==> src/rtl/conv_encoder_framer_pkg.sv <==
// Shared constants and state encoding for the K=7, rate-1/2 convolutional encoder/framer.
package conv_pkg;

    localparam int K          = 7;
    localparam int MEM        = K - 1;
    localparam logic [K-1:0] G0 = 7'b1011011;
    localparam logic [K-1:0] G1 = 7'b1111001;
    localparam int INFO_BITS  = 58;
    localparam int CODED_BITS = 2 * (INFO_BITS + K - 1);
    localparam int INFO_CNT_W = $clog2(INFO_BITS + 1);
    localparam int TAIL_CNT_W = $clog2(K);

    typedef enum logic [1:0] {
        IDLE = 2'd0,
        DATA = 2'd1,
        TAIL = 2'd2
    } state_e;

    // The MSB of taps is the current input; lower bits are the delay line.
    function automatic logic parity(input logic [K-1:0] taps, input logic [K-1:0] g);
        return ^(taps & g);
    endfunction

endpackage

==> src/rtl/conv_encoder_framer_if.sv <==
// Serial upstream handshake plus coded-bit output towards the block interleaver.
interface conv_encoder_framer_if;

    logic in_bit;
    logic in_valid;
    logic in_ready;
    logic out_bit;
    logic load_en;
    logic frame_done;

    modport master (
        output in_bit,
        output in_valid,
        input  in_ready,
        input  out_bit,
        input  load_en,
        input  frame_done
    );

    modport slave (
        input  in_bit,
        input  in_valid,
        output in_ready,
        output out_bit,
        output load_en,
        output frame_done
    );

endinterface

==> src/rtl/conv_encoder_framer_core.sv <==
// Six-bit delay line and the two generator parities; a/b reflect din combined with the current delay line.
module conv_core
    import conv_pkg::*;
(
    input  logic clk,
    input  logic rst,
    input  logic shift_en,
    input  logic din,
    output logic a,
    output logic b
);

    logic [MEM-1:0] sr_q;
    logic [MEM-1:0] sr_d;

    always_comb begin
        sr_d = sr_q;
        if (shift_en) begin
            sr_d = {din, sr_q[MEM-1:1]};
        end
    end

    always_ff @(posedge clk) begin
        if (rst) begin
            sr_q <= '0;
        end else begin
            sr_q <= sr_d;
        end
    end

    assign a = parity({din, sr_q}, G0);
    assign b = parity({din, sr_q}, G1);

endmodule

==> src/rtl/conv_encoder_framer.sv <==
// Frames 58 info bits plus a 6-bit zero tail into 128 coded bits, emitted A then B, one per cycle.
module conv_encoder_framer
    import conv_pkg::*;
(
    input  logic                   clk,
    input  logic                   rst,
    conv_encoder_framer_if.slave   bus
);

    state_e                  state_q, state_d;
    logic                    ph_q, ph_d;
    logic [INFO_CNT_W-1:0]   info_cnt_q, info_cnt_d;
    logic [TAIL_CNT_W-1:0]   tail_cnt_q, tail_cnt_d;
    logic                    out_bit_q, out_bit_d;
    logic                    load_en_q, load_en_d;
    logic                    frame_done_q, frame_done_d;
    logic                    b_hold_q, b_hold_d;

    logic in_ready;
    logic accept;
    logic shift_en;
    logic din;
    logic core_a;
    logic core_b;

    assign in_ready = !rst && (state_q == IDLE || state_q == DATA) && !ph_q;
    assign accept   = bus.in_valid && in_ready;

    conv_core u_core (
        .clk      (clk),
        .rst      (rst),
        .shift_en (shift_en),
        .din      (din),
        .a        (core_a),
        .b        (core_b)
    );

    // Phase 1 always replays the held B; phase 0 either flushes a tail zero or takes an accepted bit.
    always_comb begin
        state_d      = state_q;
        ph_d         = ph_q;
        info_cnt_d   = info_cnt_q;
        tail_cnt_d   = tail_cnt_q;
        out_bit_d    = out_bit_q;
        load_en_d    = 1'b0;
        frame_done_d = 1'b0;
        b_hold_d     = b_hold_q;
        shift_en     = 1'b0;
        din          = bus.in_bit;

        if (ph_q) begin
            out_bit_d = b_hold_q;
            load_en_d = 1'b1;
            ph_d      = 1'b0;
            if (state_q == DATA && info_cnt_q == INFO_CNT_W'(INFO_BITS)) begin
                state_d = TAIL;
            end else if (state_q == TAIL && tail_cnt_q == TAIL_CNT_W'(MEM)) begin
                frame_done_d = 1'b1;
                state_d      = IDLE;
                info_cnt_d   = '0;
                tail_cnt_d   = '0;
            end
        end else if (state_q == TAIL) begin
            din        = 1'b0;
            shift_en   = 1'b1;
            out_bit_d  = core_a;
            b_hold_d   = core_b;
            load_en_d  = 1'b1;
            ph_d       = 1'b1;
            tail_cnt_d = tail_cnt_q + TAIL_CNT_W'(1);
        end else if (accept) begin
            shift_en   = 1'b1;
            out_bit_d  = core_a;
            b_hold_d   = core_b;
            load_en_d  = 1'b1;
            ph_d       = 1'b1;
            info_cnt_d = info_cnt_q + INFO_CNT_W'(1);
            if (state_q == IDLE) begin
                state_d = DATA;
            end
        end
    end

    always_ff @(posedge clk) begin
        if (rst) begin
            state_q      <= IDLE;
            ph_q         <= 1'b0;
            info_cnt_q   <= '0;
            tail_cnt_q   <= '0;
            out_bit_q    <= 1'b0;
            load_en_q    <= 1'b0;
            frame_done_q <= 1'b0;
            b_hold_q     <= 1'b0;
        end else begin
            state_q      <= state_d;
            ph_q         <= ph_d;
            info_cnt_q   <= info_cnt_d;
            tail_cnt_q   <= tail_cnt_d;
            out_bit_q    <= out_bit_d;
            load_en_q    <= load_en_d;
            frame_done_q <= frame_done_d;
            b_hold_q     <= b_hold_d;
        end
    end

    assign bus.in_ready   = in_ready;
    assign bus.out_bit    = out_bit_q;
    assign bus.load_en    = load_en_q;
    assign bus.frame_done = frame_done_q;

endmodule
==> src/flat_wrapper.sv <==
// flat-port wrapper written by rule: the top's interface ports become plain ports
module conv_encoder_framer_flat import conv_pkg::*;
  (clk, rst, bus_in_bit, bus_in_valid, bus_in_ready, bus_out_bit, bus_load_en, bus_frame_done);
  conv_encoder_framer_if bus_i ();
  input  logic clk;
  input  logic rst;
  input wire logic [$bits(bus_i.in_bit)-1:0] bus_in_bit;
  input wire logic [$bits(bus_i.in_valid)-1:0] bus_in_valid;
  output wire logic [$bits(bus_i.in_ready)-1:0] bus_in_ready;
  output wire logic [$bits(bus_i.out_bit)-1:0] bus_out_bit;
  output wire logic [$bits(bus_i.load_en)-1:0] bus_load_en;
  output wire logic [$bits(bus_i.frame_done)-1:0] bus_frame_done;
  assign bus_i.in_bit = bus_in_bit;
  assign bus_i.in_valid = bus_in_valid;
  assign bus_in_ready = bus_i.in_ready;
  assign bus_out_bit = bus_i.out_bit;
  assign bus_load_en = bus_i.load_en;
  assign bus_frame_done = bus_i.frame_done;
  conv_encoder_framer u_core (.clk(clk), .rst(rst), .bus(bus_i));
endmodule
==> config.mk <==
export PLATFORM = sky130hd
export DESIGN_NAME = conv_encoder_framer_flat
export DESIGN_NICKNAME = d
export VERILOG_FILES = /design/src/rtl/conv_encoder_framer_pkg.sv /design/src/rtl/conv_encoder_framer_if.sv /design/src/rtl/conv_encoder_framer_core.sv /design/src/rtl/conv_encoder_framer.sv /design/src/flat_wrapper.sv
export SDC_FILE = /design/constraint.sdc
export NUM_CORES = 1
export LEC_CHECK = 0
export ABC_AREA = 1
export BUFFER_PORTS_ARGS = -buffer_cell sky130_fd_sc_hd__buf_4
export CAP_MARGIN = 20
export CORE_AREA = 5 5 55 57
export CTS_BUF_LIST = sky130_fd_sc_hd__clkbuf_4 sky130_fd_sc_hd__clkbuf_8 sky130_fd_sc_hd__clkbuf_16
export CTS_CLUSTER_SIZE = 8
export DETAILED_ROUTE_END_ITERATION = 10
export DIE_AREA = 0 0 60 62
export PLACE_DENSITY = 0.63
export SETUP_SLACK_MARGIN = 0.5
export SYNTH_ARGS = -nofsm -noshare
export SYNTH_HDL_FRONTEND = slang
export SYNTH_SLANG_ARGS = --single-unit
==> constraint.sdc <==
create_clock -name clk -period 1.7 [get_ports clk]
set_clock_uncertainty 0.2 [all_clocks]
set_input_delay 0.34 -clock clk [delete_from_list [all_inputs] [get_ports clk]]
set_output_delay 0.34 -clock clk [all_outputs]
set_load 0.05 [all_outputs]
==> results.sh, run 1 <==
export IMPL_status="complete, no violations"
export IMPL_whs_ns=0.0275
export IMPL_required_ns=1.16
export IMPL_worstPathArrival_ns=1.05
export IMPL_clk_pin_slew_ns=0.13
export IMPL_finalMaxSlewViolations=0
export IMPL_yosys_register_bits=22
export IMPL_nets=198
export IMPL_clk_root_buffer_cell="clkbuf_4"
export IMPL_yosysTopAreaCell="dfxtp_1"
export IMPL_syn_inst=168
export IMPL_synthesis_area_sq_um=1140
export IMPL_grt_pass1_vias=1070
export IMPL_wl_microns=2700
export IMPL_synthTopCellsByArea="dfxtp_1, nand2_1, a21oi_1"
export IMPL_clock_fmax_ghz=0.629
export IMPL_vias=1139
export IMPL_async_flop_share=0
export IMPL_finalCriticalPeriod_ns=1.59
export IMPL_io_buffers=7
export IMPL_cts_path_max_buffers=2
export IMPL_rsz0062_at_grt="true"
export IMPL_drive_gt1_frac=0.370
export IMPL_synth_cell_types=22
export IMPL_seq_area_frac_synth=0.386
export IMPL_cts_hold_buffers=0
export IMPL_final_util=0.655
export IMPL_synth_top_cell_area_share=0.386
export IMPL_design_power_total_mw=1.13
export IMPL_coreArea_sq_um=2430
export IMPL_diodes=0
export IMPL_ir_worst_vdd_mv=0.622
export IMPL_vias_per_cell=5.20
export IMPL_clock_latency_ns=0.31
export IMPL_wl_per_cell_microns=12.3
export IMPL_critPathKind="register to output port"
export IMPL_n_fill_cell=202
export IMPL_drt_iter0_markers=47
export IMPL_track_usage=0.164
export IMPL_drv_cap=0
export IMPL_synth_nets=176
export IMPL_h_tree_depth=1
export IMPL_tns_ns=0
export IMPL_row_count=18
export IMPL_gp_routability_congestion=0.784
export IMPL_avgSynthCellArea_sq_um=6.78
export IMPL_grt_pass1_wl_microns=4620
export IMPL_start_kind="register"
export IMPL_max_slew_worst_pin_slew_ns=0.248
export IMPL_ys_top_cells_by_count="nand2_1, dfxtp_1, inv_1"
export IMPL_ys_flop_type="dfxtp_1"
export IMPL_finalHoldViolCount=0
export IMPL_synth_edf_count=0
export IMPL_dp_hpwl_microns=1810
export IMPL_drtAntennaViolNets=0
export IMPL_grt_overflow=0
export IMPL_syn_to_final_growth_pct=39.7
export IMPL_boundaryPins=8
export IMPL_min_period_over_period=0.936
export IMPL_p_leak_nw=0.665
export IMPL_grt_max_degree=14
export IMPL_start_util=0.469
export IMPL_drt_drc_violations_left=0
export IMPL_relSlewSlack=0.834
export IMPL_antenna_found_initial=0
export IMPL_min_path_type="primary input to register"
export IMPL_yosysMostFrequentCell="nand2_1"
export IMPL_setup_worst_path_end_class="output port"
export IMPL_cts_tree="done"
export IMPL_crit_path_max_fanout=2
export IMPL_pwr_density_cell_nw_per_um2=709
export IMPL_ys_warn_count=0
export IMPL_finalSetupViolations=0
export IMPL_cts_inserted_buffers=3
export IMPL_dr_pass1_iters=4
export IMPL_die_w_microns=60
export IMPL_numClockSinks=22
export IMPL_dieArea_sq_um=3720
export IMPL_die_height_microns=62
sequential cells by signal (all words and copies together) (netlist names):
name	flops
u_core.state_q	2
u_core.u_core.sr_q	6
u_core.bus.out_bit	1
u_core.b_hold_q	1
u_core.tail_cnt_q	3
u_core.bus.frame_done	1
u_core.bus.load_en	1
u_core.ph_q	1
u_core.info_cnt_q	6
logic make-up after synthesis:
group | after synthesis | share of synthesized area
AO/OA/AOI/OAI | 23 | 0.102
buffers and inverters | 23 | 0.0955
flip-flops | 22 | 0.386
XOR/XNOR | 2 | 0.0154
AND/OR/NAND/NOR | 94 | 0.357
adder cells (fa/ha/maj) | 4 | 0.0439
repair_timing:
item                                    4_1_cts  5_1_grt
gates resized for setup                      21       14
endpoints found under the setup margin       26       26
gates cloned                                  2        0
pin swaps                                    14        9
setup buffers                                 5        4
worst paths after layout:
| check | startpoint | to | slack [ns] | depth (start not counted) |
|---|---|---|---|---|
| hold / removal | rst | u_core.tail_cnt_q[1] | 0.03 | 2 |
| setup / recovery | u_core.state_q[1] | bus_in_ready | 0.11 | 2 |
| hold reg to reg | u_core.info_cnt_q[0] | u_core.info_cnt_q[0] | 0.30 | 1 |
| setup reg to reg | u_core.state_q[1] | u_core.info_cnt_q[1] | 0.16 | 8 |
stage by stage:
step | instances | cell area (sq um) | setup slack (ns)
3_5_place_dp | 204 | 1330 | 0.180
2_1_floorplan | 168 | 1270 | 0.228
6_report | 219 | 1590 | 0.109
4_1_cts | 215 | 1500 | 0.109
3_3_place_gp | 204 | 1330 | 0.218
5_1_grt | 219 | 1590 | 0.0590
cell usage in the layout, fill, tap and decap left out, types with 4 or more instances in the layout:
cell     instances
nand2_1         45
inv_1           11
buf_6            4
nand3_1         11
dfxtp_1         14
dfxtp_2          5
buf_4           11
a21oi_2          4
a21oi_1         10
o21ai_1          4
nor2_1          11
nand2_2          6
inv_2            6
nor2_2           4
nand2_4          5
cell type report:
cell class | instances | area (sq um) | area share
well taps | 30 | 37.5 | 0.0236
multi-input cells | 125 | 771 | 0.484
clock inverters | 1 | 30.0 | 0.0189
repair buffers | 19 | 193 | 0.121
clock buffers | 3 | 22.5 | 0.0141
flip-flops and latches | 22 | 458 | 0.288
inverters | 19 | 81.3 | 0.0511
worst max-delay path, stage by stage, from the launching register on:
cell and delay [ns]:
dfxtp_4 0.38, nor3_4 0.19, buf_6 0.18
report_power, final:
| group | internal (mW) | leakage, nW | switching (mW) | total [mW] |
|---|---|---|---|---|
| Clock | 0.238 | 0.0279 | 0.163 | 0.402 |
| Combinational | 0.0670 | 0.454 | 0.102 | 0.169 |
| Sequential | 0.534 | 0.184 | 0.0250 | 0.559 |
| Total | 0.839 | 0.665 | 0.291 | 1.13 |
layer usage:
metal | routed length, microns | part of all wire | vias to the layer above | GRT usage
met5 | 0 | 0 | - | 0
met2 | 1370 | 0.51 | 21 | 0.295
li1 | - | - | 586 | -
met1 | 1220 | 0.45 | 528 | 0.194
met4 | 34 | 0.013 | 0 | 0.0380
met3 | 81 | 0.030 | 4 | 0.0434
Power figures use the tool's default switching activity.
==> inputs of run 2 (changes only) <==
- CORE_AREA: 5 5 55 57 -> 2 2 52 54
- DIE_AREA: 0 0 60 62 -> 0 0 54 56
- PLACE_DENSITY: 0.63 -> 0.66
- clock period: 1.7 -> 1.45 ns (I/O delays scaled with it)
==> run 2 against run 1 <==
The run now ends with negative hold slack, negative setup slack left. Count of clock-buffer cells in the layout grew 1. Non-clock buffer count grew 1. Register-to-register slack lost 0.32 ns. Die area shrank 19%. Combinational power grew 22%. Global-route usage grew 4.6 points. Total power grew 12%. Critical path type unchanged. Worst hold slack lost 0.051 ns. Highest routed layer unchanged. Sequential share of layout area grew 0.12 points. Via count shrank 1.4%. Utilization shrank 0.10 points. First-iteration DRC count shrank 36%.
==> results.sh, run 2 (same netlist as run 1, synthesis figures left out) <==
export IMPL_vias_per_cell=5.10
export IMPL_start_util=0.469
export IMPL_h_tree_depth=1
export IMPL_start_kind="register"
export IMPL_max_slew_worst_pin_slew_ns=0.264
export IMPL_drt_drc_violations_left=0
export IMPL_nets=199
export IMPL_boundaryPins=8
export IMPL_grt_max_degree=14
export IMPL_wl_per_cell_microns=12.5
export IMPL_register_area_sq_um=459
export IMPL_multi_input_area_sq_um=781
export IMPL_worstReg2RegStart="u_core.state_q[1]"
export IMPL_hold_depth=2
export IMPL_fin_ws_ns=-0.249
export IMPL_top_regs="u_core.info_cnt_q x6, u_core.u_core.sr_q x6, u_core.tail_cnt_q x3"
export IMPL_n_fill_cell=208
export IMPL_final_cell_mix="nand2_1, nor2_1, buf_4, dfxtp_1"
export IMPL_power_switching_uw=345
export IMPL_final_area_sq_um=1590
export IMPL_dp_hpwl_microns=1960
export IMPL_ir_worst_vdd_mv=1.15
export IMPL_cts_inserted_buffers=3
export IMPL_die_height_microns=56
export IMPL_dr_pass1_iters=4
export IMPL_diodes=0
export IMPL_critPathKind="register to output port"
export IMPL_pre_cts_slack_ns=-0.0131
export IMPL_final_common_cell="nand2_1"
export IMPL_r2r_end="u_core.tail_cnt_q[1]"
export IMPL_drv_cap=0
export IMPL_internal_power_uw=918
export IMPL_clk_pin_slew_ns=0.13
export IMPL_dieArea_sq_um=3020
export IMPL_grt_pass1_wl_microns=4770
export IMPL_die_w_microns=54
export IMPL_relSlewSlack=0.823
export IMPL_row_count=18
export IMPL_syn_to_final_growth_pct=39.5
export IMPL_min_period_over_period=1.17
export IMPL_r2r_setup_slack_ns=-0.16
export IMPL_vias=1123
export IMPL_track_usage=0.210
export IMPL_whs_ns=-0.0234
export IMPL_drt_iter0_markers=30
export IMPL_p_comb_frac=0.163
export IMPL_p_leak_nw=0.659
export IMPL_p_sw_frac=0.273
export IMPL_clock_fmax_ghz=0.589
export IMPL_io_buffers=7
export IMPL_r2r_cells=9
export IMPL_hold_start="rst"
export IMPL_coreArea_sq_um=2430
export IMPL_postPlaceCellArea_sq_um=1350
export IMPL_pwr_density_cell_nw_per_um2=794
export IMPL_clk_root_buffer_cell="clkbuf_4"
export IMPL_design_power_total_mw=1.26
export IMPL_rsz0062_at_grt="true"
export IMPL_pwr_share_seq=0.519
export IMPL_numClockSinks=22
export IMPL_grt_overflow=0
export IMPL_cts_tree="done"
export IMPL_grt_pass1_vias=1122
export IMPL_clkPwrFrac=0.318
export IMPL_holdPathEnd="u_core.u_core.sr_q[5]"
export IMPL_setup_worst_path_end_class="output port"
export IMPL_status="complete, but fails checks"
export IMPL_min_path_type="primary input to register"
export IMPL_worstPathArrival_ns=1.21
export IMPL_required_ns=0.96
export IMPL_gp_routability_congestion=0.775
export IMPL_crit_path_max_fanout=3
export IMPL_drive_gt1_frac=0.342
export IMPL_clock_latency_ns=0.32
export IMPL_finalMaxSlewViolations=0
export IMPL_finalSetupViolations=21
export IMPL_wl_microns=2740
export IMPL_drtAntennaViolNets=0
export IMPL_violations="negative hold slack, negative setup slack"
export IMPL_cts_path_max_buffers=2
export IMPL_finalCriticalPeriod_ns=1.70
export IMPL_finalHoldViolCount=1
export IMPL_antenna_found_initial=0
==> run 2: metal layers <==
layer | vias to the layer above | routed length (microns) | global-route usage
li1 | 590 | - | -
met1 | 502 | 1190 | 0.250
met2 | 25 | 1370 | 0.352
met3 | 6 | 116 | 0.0618
met4 | 0 | 65 | 0.0643
met5 | - | 0 | 0
==> run 2: what timing repair did <==
action,4_1_cts,5_1_grt
hold endpoints to repair,1,1
gates resized for setup,18,7
endpoints found under the setup margin,26,26
setup buffers,7,1
gates cloned,2,0
pin swaps,9,4
==> run 2: cell type report <==
cell class	instances	share of cell area
Inverter	19	0.0511
Clock buffer	4	0.0299
Tap cell	30	0.0236
Sequential cell	22	0.289
Multi-Input combinational cell	125	0.491
Timing Repair Buffer	20	0.116
==> run 2: power by group through the flow <==
stage / sequential, mW / clock (mW) / combinational [mW]
6_report: 0.656 / 0.401 / 0.207
4_1_cts: 0.655 / 0.413 / 0.200
3_5_place_dp: 0.666 / 0 / 0.181
3_3_place_gp: 0.665 / 0 / 0.176
5_1_grt: 0.659 / 0.443 / 0.229
2_1_floorplan: 0.674 / 0 / 0.133
==> run 2: how the worst max path moves through the flow <==
stage,startpoint,end,slack [ns],cells after the start
floorplan,rst,bus_in_ready,0.08,2
detailed placement,rst,u_core.u_core.sr_q[0],-0.01,7
CTS,u_core.ph_q,bus_in_ready,-0.26,3
global route,u_core.ph_q,bus_in_ready,-0.30,3
global placement,rst,u_core.u_core.sr_q[0],0.04,7
finish,u_core.ph_q,bus_in_ready,-0.25,3
==> run 2: worst max-delay path, stage by stage (launching register included) <==
cell and delay (ns):
dfxtp_2 0.38, buf_4 0.15, nor3_4 0.17, buf_6 0.19
==> run 2: per-stage QoR <==
| step | TNS (ns) | utilization | hold WS (ns) | instances |
|---|---|---|---|---|
| floorplan | 0 | - | 0.158 | 168 |
| global placement | 0 | 0.557 | 0.257 | 206 |
| finish | -1.87 | 0.654 | -0.0234 | 220 |
| detailed placement | -0.0153 | 0.557 | 0.266 | 206 |
| CTS | -0.950 | 0.640 | -0.0297 | 219 |
| global route | -3.35 | 0.654 | -0.0411 | 220 |
==> inputs of run 3 (changes only) <==
- CORE_AREA: 2 2 52 54 -> 2 2 53 55
- DIE_AREA: 0 0 54 56 -> 0 0 55 57
- PLACE_DENSITY: 0.66 -> 0.65
- SYNTH_HIERARCHICAL: unset -> 1
==> run 3 against run 2 <==
The run ends with negative setup slack left. Clock power up 16%. Highest routed layer unchanged. Area after synthesis up 3.5%. Cell area up 12%. Largest power group unchanged.
==> results.sh, run 3 <==
export IMPL_synthesis_area_sq_um=1180
export IMPL_path_cells="buf_6 > nor3_4 > buf_6"
export IMPL_wl_microns=2930
export IMPL_fin_cells=232
export IMPL_min_path_type="primary input to register"
export IMPL_postPlaceCellArea_sq_um=1420
export IMPL_dpl_cell_count=217
export IMPL_dp_hpwl_microns=1870
export IMPL_worst_path_most_repeated_cell="buf_6"
export IMPL_die_height_microns=57
export IMPL_numClockSinks=22
export IMPL_yosysMostFrequentCell="nand2_1"
export IMPL_final_common_cell="nand2_1"
export IMPL_crit_path_max_fanout=2
export IMPL_drive_gt1_frac=0.507
export IMPL_pre_cts_slack_ns=-0.0801
export IMPL_pwr_share_seq=0.461
export IMPL_coreArea_sq_um=2620
export IMPL_async_flop_share=0
export IMPL_max_slew_worst_pin_slew_ns=0.202
export IMPL_final_cell_mix="nand2_1, nor2_1, buf_4, inv_1, dfxtp_1"
export IMPL_rsz0062_at_grt="true"
export IMPL_busiest_layer="met2"
export IMPL_syn_to_final_growth_pct=51.3
export IMPL_clock_latency_ns=0.31
export IMPL_synthTopCellsByArea="dfxtp_1, nand2_1, nor2_1"
export IMPL_critPathTopFamily="flip-flops"
export IMPL_yosysTopAreaCell="dfxtp_1"
export IMPL_cts_inserted_buffers=3
export IMPL_finalSetupViolations=17
export IMPL_violations="negative setup slack"
export IMPL_ys_top_cells_by_count="nand2_1, nor2_1, dfxtp_1, inv_1, a21oi_1"
export IMPL_antenna_found_initial=0
export IMPL_n_fill_cell=211
export IMPL_wl_per_cell_microns=12.6
export IMPL_design_power_total_mw=1.42
export IMPL_final_util=0.683
export IMPL_start_kind="register"
export IMPL_finalHoldViolCount=0
export IMPL_vias=1165
export IMPL_track_usage=0.203
export IMPL_register_area_sq_um=457
export IMPL_start_util=0.451
export IMPL_clock_fmax_ghz=0.634
export IMPL_drv_cap=0
export IMPL_cts_tree="done"
export IMPL_synth_cell_types=22
export IMPL_relSlewSlack=0.864
export IMPL_slowest_stage="dfxtp_2"
export IMPL_nets=210
export IMPL_p_comb_frac=0.211
export IMPL_critPathKind="register to output port"
export IMPL_grt_pass1_wl_microns=4720
export IMPL_setup_worst_path_end_class="output port"
export IMPL_required_ns=0.96
export IMPL_cts_hold_buffers=0
export IMPL_synth_edf_count=0
export IMPL_ir_worst_vdd_mv=0.749
export IMPL_status="complete, but fails checks"
export IMPL_clkPwrFrac=0.327
export IMPL_yosys_register_bits=22
export IMPL_die_w_microns=55
export IMPL_grt_use_met2=0.364
export IMPL_diodes=0
export IMPL_ys_flop_type="dfxtp_1"
export IMPL_tns_ns=-1.15
export IMPL_worstPathArrival_ns=1.09
export IMPL_clk_root_buffer_cell="clkbuf_4"
export IMPL_finalCriticalPeriod_ns=1.58
export IMPL_drt_drc_violations_left=0
export IMPL_finalMaxSlewViolations=0
export IMPL_row_count=19
export IMPL_avgSynthCellArea_sq_um=7.02
export IMPL_dr_pass1_iters=4
export IMPL_seq_area_frac_synth=0.373
export IMPL_critPathMaxStageDelay_ns=0.34
export IMPL_syn_inst=168
export IMPL_power_switching_uw=380
export IMPL_grt_max_degree=16
export IMPL_whs_ns=0.0833
export IMPL_grt_pass1_vias=1148
export IMPL_drtAntennaViolNets=0
export IMPL_io_buffers=7
export IMPL_boundaryPins=8
export IMPL_internal_power_mw=1.04
export IMPL_vias_per_cell=5.02
export IMPL_cts_path_max_buffers=2
export IMPL_ys_warn_count=6
export IMPL_synth_nets=176
export IMPL_drt_iter0_markers=18
export IMPL_p_leak_nw=0.789
export IMPL_top_regs="u_core/info_cnt_q x6, u_core/u_core/sr_q x6, u_core/tail_cnt_q x3"
export IMPL_gr_usage_met1=0.225
export IMPL_pwr_density_cell_nw_per_um2=796
export IMPL_h_tree_depth=1
export IMPL_dieArea_sq_um=3140
export IMPL_final_area_sq_um=1790
export IMPL_clk_pin_slew_ns=0.12
export IMPL_synth_top_cell_area_share=0.373
export IMPL_p_sw_frac=0.267
export IMPL_grt_overflow=0
export IMPL_gp_routability_congestion=0.757
export IMPL_multi_input_area_sq_um=793
export IMPL_grt_use_met3=0.0393
export IMPL_worst_path_buf_inv=2
export IMPL_fin_ws_ns=-0.128
export IMPL_min_period_over_period=1.09
-- run 3: worst paths after layout --
| kind | from | endpoint | slack (ns) | cells after the start |
|---|---|---|---|---|
| max | u_core/ph_q | bus_in_ready | -0.13 | 3 |
| min | rst | u_core/state_q[1] | 0.08 | 3 |
| max reg2reg | u_core/state_q[1] | u_core/info_cnt_q[2] | -0.09 | 10 |
| min reg2reg | u_core/state_q[0] | u_core/state_q[0] | 0.29 | 2 |
-- run 3: cells by family (layout without fill, tap and decap cells) --
logic type | count (synthesis) | after routing | share of synthesized area
xor+xnor | 1 | 1 | 0.00742
compound gates | 26 | 26 | 0.123
simple gates | 86 | 86 | 0.337
flops | 22 | 22 | 0.373
fa+ha+maj | 4 | 4 | 0.0424
buf+inv | 29 | 62 | 0.117
-- run 3: worst register-to-register path, cell delays in order, from the launching register on --
cell,delay (ns)
dfxtp_4,0.37
buf_6,0.10
nand2_4,0.06
buf_6,0.12
nor2_4,0.14
inv_4,0.07
nand2_4,0.10
nand2_8,0.10
inv_8,0.08
nand2_2,0.04
a21oi_2,0.11
-- run 3: power groups by stage --
stage               clock network (mW)  logic (mW)  registers, mW
global route                     0.503       0.330          0.660
floorplan                            0       0.155          0.676
CTS                              0.488       0.260          0.656
detailed placement                   0       0.232          0.668
global placement                     0       0.226          0.666
finish                           0.465       0.300          0.656
-- run 3: final cells by class --
type                            count  area share
Timing Repair Buffer               32       0.183
Sequential cell                    22       0.256
Clock buffer                        3      0.0126
Clock inverter                      1      0.0168
Tap cell                           31      0.0217
Multi-Input combinational cell    117       0.444
Inverter                           26      0.0659
-- run 3: per-layer routing --
layer,up-vias,routed length [microns]
met5,-,0
met1,550,1150
li1,598,-
met3,4,98
met4,0,39
met2,13,1640
-- run 3: what timing repair did --
action | in CTS | in global routing
resized for setup | 26 | 35
setup buffers | 6 | 4
pin swaps | 13 | 19
endpoints found under the setup margin | 26 | 26
cloned | 0 | 1
